**config.mk**
```make
export PLATFORM = sky130hd
export DESIGN_NAME = instr_fetch
export DESIGN_NICKNAME = d
export VERILOG_FILES = /design/src/rtl/instr_fetch_pkg.sv /design/src/rtl/if_id_reg.sv /design/src/rtl/instr_fetch.sv
export SDC_FILE = /design/constraint.sdc
export NUM_CORES = 1
export LEC_CHECK = 0
export CORE_AREA = 5 5 129 131
export DETAILED_ROUTE_END_ITERATION = 16
export DIE_AREA = 0 0 134 136
export HOLD_SLACK_MARGIN = 0.02
export MAX_ROUTING_LAYER = met4
export PLACE_DENSITY_LB_ADDON = 0.12
export SLEW_MARGIN = 20
export SYNTH_ARGS = -nofsm -noshare
export SYNTH_HDL_FRONTEND = slang
export SYNTH_HIERARCHICAL = 1
export SYNTH_SLANG_ARGS = --single-unit
export TNS_END_PERCENT = 100
```
**constraint.sdc**
```tcl
create_clock -name clk -period 2.21 [get_ports clk]
set_input_delay 0.221 -clock clk [delete_from_list [all_inputs] [get_ports clk]]
set_output_delay 0.221 -clock clk [all_outputs]
set_load 0.005 [all_outputs]
```
**src/rtl/instr_fetch_pkg.sv**
```systemverilog
// Shared CPU definitions for the fetch stage; decode and hazard logic import the same types.
package instr_fetch_pkg;

  typedef enum logic {
    RUN   = 1'b0,
    FAULT = 1'b1
  } fetch_state_t;

  localparam logic [31:0] NOP_INSTR_DEFAULT = 32'h0000_0013;
  localparam logic [31:0] RESET_PC_DEFAULT  = 32'h0000_0000;

endpackage

```
**src/rtl/if_id_reg.sv**
```systemverilog
// IF/ID pipeline register: load a fetched instruction, hold it, or replace it with a bubble.
module if_id_reg
  import instr_fetch_pkg::*;
#(
  parameter logic [31:0] NOP_INSTR = NOP_INSTR_DEFAULT
) (
  input  logic        clk,
  input  logic        rst,
  input  logic        load,
  input  logic        bubble,
  input  logic [31:0] pc_in,
  input  logic [31:0] instr_in,
  output logic [31:0] id_pc,
  output logic [31:0] id_instr,
  output logic        id_valid
);

  // bubble wins over load; id_pc is kept through a bubble
  always_ff @(posedge clk) begin
    if (rst) begin
      id_pc    <= 32'h0;
      id_instr <= NOP_INSTR;
      id_valid <= 1'b0;
    end else if (bubble) begin
      id_instr <= NOP_INSTR;
      id_valid <= 1'b0;
    end else if (load) begin
      id_pc    <= pc_in;
      id_instr <= instr_in;
      id_valid <= 1'b1;
    end
  end

endmodule

```
**src/rtl/instr_fetch.sv**
```systemverilog
// Instruction fetch stage: PC sequencing, redirect handling, fault trapping and fetch counter.
//   state | meaning
//   RUN   | fetching, honouring redirect and stall
//   FAULT | misaligned redirect or out-of-range PC; frozen until rst
module instr_fetch
  import instr_fetch_pkg::*;
#(
  parameter logic [31:0] RESET_PC   = RESET_PC_DEFAULT,
  parameter int          IMEM_WORDS = 1024,
  parameter logic [31:0] NOP_INSTR  = NOP_INSTR_DEFAULT
) (
  input  logic        clk,
  input  logic        rst,
  input  logic        stall,
  input  logic        redirect,
  input  logic [31:0] redirect_pc,
  output logic [31:0] imem_addr,
  input  logic [31:0] imem_instr,
  output logic [31:0] id_pc,
  output logic [31:0] id_instr,
  output logic        id_valid,
  output logic        fault,
  output logic [31:0] fetch_count
);

  // 33-bit limit so a full 4 GiB memory does not overflow the compare
  localparam logic [32:0] IMEM_LIMIT = 33'(IMEM_WORDS) << 2;

  fetch_state_t state_q;
  logic [31:0]  pc_q;
  logic         fault_q;
  logic [31:0]  count_q;
  logic         run;
  logic         in_range;
  logic         misaligned;
  logic         load;
  logic         bubble;

  always_comb begin
    run        = (state_q == RUN);
    in_range   = ({1'b0, pc_q} < IMEM_LIMIT);
    misaligned = (redirect_pc[1:0] != 2'b00);
    load       = run && !redirect && !stall && in_range;
    bubble     = !run || redirect || (!stall && !in_range);
  end

  always_ff @(posedge clk) begin
    if (rst) begin
      state_q <= RUN;
      pc_q    <= RESET_PC;
      fault_q <= 1'b0;
      count_q <= 32'h0;
    end else begin
      case (state_q)
        RUN: begin
          if (redirect) begin
            if (misaligned) begin
              state_q <= FAULT;
              fault_q <= 1'b1;
            end else begin
              pc_q <= redirect_pc;
            end
          end else if (!stall) begin
            if (in_range) begin
              pc_q    <= pc_q + 32'd4;
              count_q <= count_q + 32'd1;
            end else begin
              state_q <= FAULT;
              fault_q <= 1'b1;
            end
          end
        end
        FAULT: begin
          state_q <= FAULT;
          fault_q <= 1'b1;
        end
        default: begin
          state_q <= FAULT;
          fault_q <= 1'b1;
        end
      endcase
    end
  end

  if_id_reg #(
    .NOP_INSTR(NOP_INSTR)
  ) u_if_id (
    .clk     (clk),
    .rst     (rst),
    .load    (load),
    .bubble  (bubble),
    .pc_in   (pc_q),
    .instr_in(imem_instr),
    .id_pc   (id_pc),
    .id_instr(id_instr),
    .id_valid(id_valid)
  );

  assign imem_addr   = pc_q;
  assign fault       = fault_q;
  assign fetch_count = count_q;

endmodule

```
==> flow_summary.toml <==
[finish]
nFillCells = 1292
drive_above_1_share_pct = 14.5
post-route-cell-area_um2 = 9250
area_growth_syn_to_layout_pct = 54.3
diodes = 0
final_cells = 1118
multi_input_area_um2 = 3120
most-common-layout-cells = "clkdlybuf4s50_1, dfxtp_1, buf_4"
final_util_pct = 59.8
final_nets = 983
layout_commonest_cell = "clkdlybuf4s50_1"
regArea_um2 = 2630

[setup_path]
arrival_ps = 2560
r2r_start = "state_q$_SDFF_PP0_"
critPathLaunchType = "flip-flop"
crit_type = "flip-flop to flip-flop"
required_ps = 2560
crit_fanout = 6
cp-startpoint = "state_q$_SDFF_PP0_"
end_kind = "flip-flop"
regToRegSetupSlack_ps = -4

[placed_design]
dp.cells = 1080
io_buffers = 197
dp_slack_ps = -200
dpl.hpwl_um = 14300
placed_area_um2 = 8550
gp_congestion = 0.895

[synth]
synth_nets = 733
synth_edf_count = 0
yosysWarningCount = 6
ys_types = 53
syn_inst = 663
syn_area_um2 = 6000
avgSynthCellArea_um2 = 9.04
yosys-top-cells-area = "dfxtp_1, nand4bb_1, mux2i_1, nor2_1, nand2b_1"
yosys.area.top_type_share_pct = 43.7
synthArstFlopShare_pct = 0
synthFlopType = "dfxtp_1"
synth_top_area_cell = "dfxtp_1"
ys_ff_latch = 131
yosysSeqAreaShare_pct = 43.7

[timing]
setup_viol = 1
slew_headroom_pct = 50.4
rsz0062_at_grt = "true"
hold_viol_final = 0
fin_crit_sh_pct = 100
finalCriticalPeriod_ps = 2210
tightestPinTransition_ps = 741
layout_setup_ws_ps = -4.10
drv_slew = 0
finalSetupTns_ps = -4.10
holdWs_ps = 292
clock.fmax_mhz = 452
fin_skew_ps = 8.15

[clock_tree]
cts_tree = "yes"
ctsRootBufferMaster = "clkbuf_16"
cts_max_level = 4
cts_sinks = 131
cts_made_buffers = 17
cts_max_path_buffers = 2
clk_pin_slew_worst_paths_ps = 60
clk_latency_ps = 420

[global_route]
antenna_found_initial = 0
grt.total_usage_pct = 21.8
grt_pass1_vias = 5943
grt_max_degree = 44
overflow = 0
grt_pass1_wl_um = 31000

[routing]
drt-pass1-iter-count = 5
viasPerCell = 5.39
totalWireLength_um = 20000
antenna_left = 0
drcViolationCount = 0
drt_first_iter_violations = 371
top_layer_used = "met4"
routed-wl-met3_um = 1390
vias = 6031
met2WireLength_um = 9240
wl_met1_um = 8950
wl_per_cell_um = 17.9

[power]
finalPower_mw = 6.08
power.leakage_nw = 3.20
ir_worst_vdd_mv = 0.516
power_density_nw_per_um2 = 657

[floorplanning]
die-width_um = 134
die-area_um2 = 18200
core_um2 = 15500
rows = 46
io_pins = 198
initial_utilization_pct = 38.7
die_h_um = 136

[worst_hold_path]
hp-class = "primary input to flip-flop"
min-delay-start = "rst"

[run_status]
violations = "setup timing"
status = "complete, but fails checks"

[flow_run]
drv_cap = 0
## layout make-up
| cell class | count | area share [%] |
|---|---|---|
| clock buffer | 22 | 5.12 |
| clock inverter | 10 | 0.892 |
| inverter | 15 | 0.608 |
| multi-input combinational | 474 | 33.7 |
| sequential | 131 | 28.4 |
| tap | 192 | 2.60 |
| timing repair buffer | 274 | 28.7 |
## flip-flops by register name, indices dropped and copies added (netlist names)
register	count
u_if_id/id_pc	32
state_q	1
u_if_id/id_instr	32
fault	1
fetch_count	32
u_if_id/id_valid	1
imem_addr	32
## critical path, cell delays in order (launching register included)
cell and delay, ps:
dfxtp_1 320, nor4_2 340, buf_4 190, nand4_4 100
or4_4 560, or4_1 490, a21oi_1 130
## cell families (layout without fill, tap and decap cells)
kind of cell / count (synthesis) / after routing / synth area share [%]
mux: 35 / 35 / 5.84
compound gates: 147 / 147 / 14.3
flops: 131 / 131 / 43.7
buf+inv: 59 / 321 / 5.24
xor+xnor: 15 / 15 / 2.19
simple gates: 274 / 275 / 28.3
fa+ha+maj: 2 / 2 / 0.417
## power by group
part | switching, mW | internal [mW] | total, mW
sequential | 0.0477 | 2.41 | 2.46
combinational | 0.460 | 0.512 | 0.972
clock | 1.03 | 1.62 | 2.65
## synth_stat cells (all sizes together), types with 10 or more instances
library cell  instances
dfxtp               131
nand2b               35
nand2                38
nor2                 63
buf                  15
clkbuf               29
o21ai                66
nor4                 12
a21oi                37
or4                  10
inv                  15
nand3                21
or3                  13
o31ai                14
xnor2                12
mux2i                35
nand4                15
nand4bb              32
nor3                 10
## final timing paths
| check | to | cells past startpoint |
|---|---|---|
| setup / recovery | fetch_count[27]$_SDFFE_PP0P_ | 6 |
| hold / removal | imem_addr[20]$_SDFFE_PP0P_ | 2 |
| setup reg to reg | fetch_count[27]$_SDFFE_PP0P_ | 6 |
| hold reg to reg | u_if_id/id_pc[21]$_SDFFE_PP0P_ | 2 |
## layer usage
metal / GRT usage [%] / up-vias
li1: - / 2906
met1: 27.5 / 2838
met2: 34.6 / 254
met3: 5.63 / 33
met4: 6.46 / 0
met5: - / -
## repair_timing
action,4_1_cts,5_1_grt
gates cloned,1,2
pin swaps,11,0
resized for setup,5,9
hold buffers,0,0
endpoints found under the setup margin,16,46
setup buffers,2,1
Power figures use the tool's default switching activity.
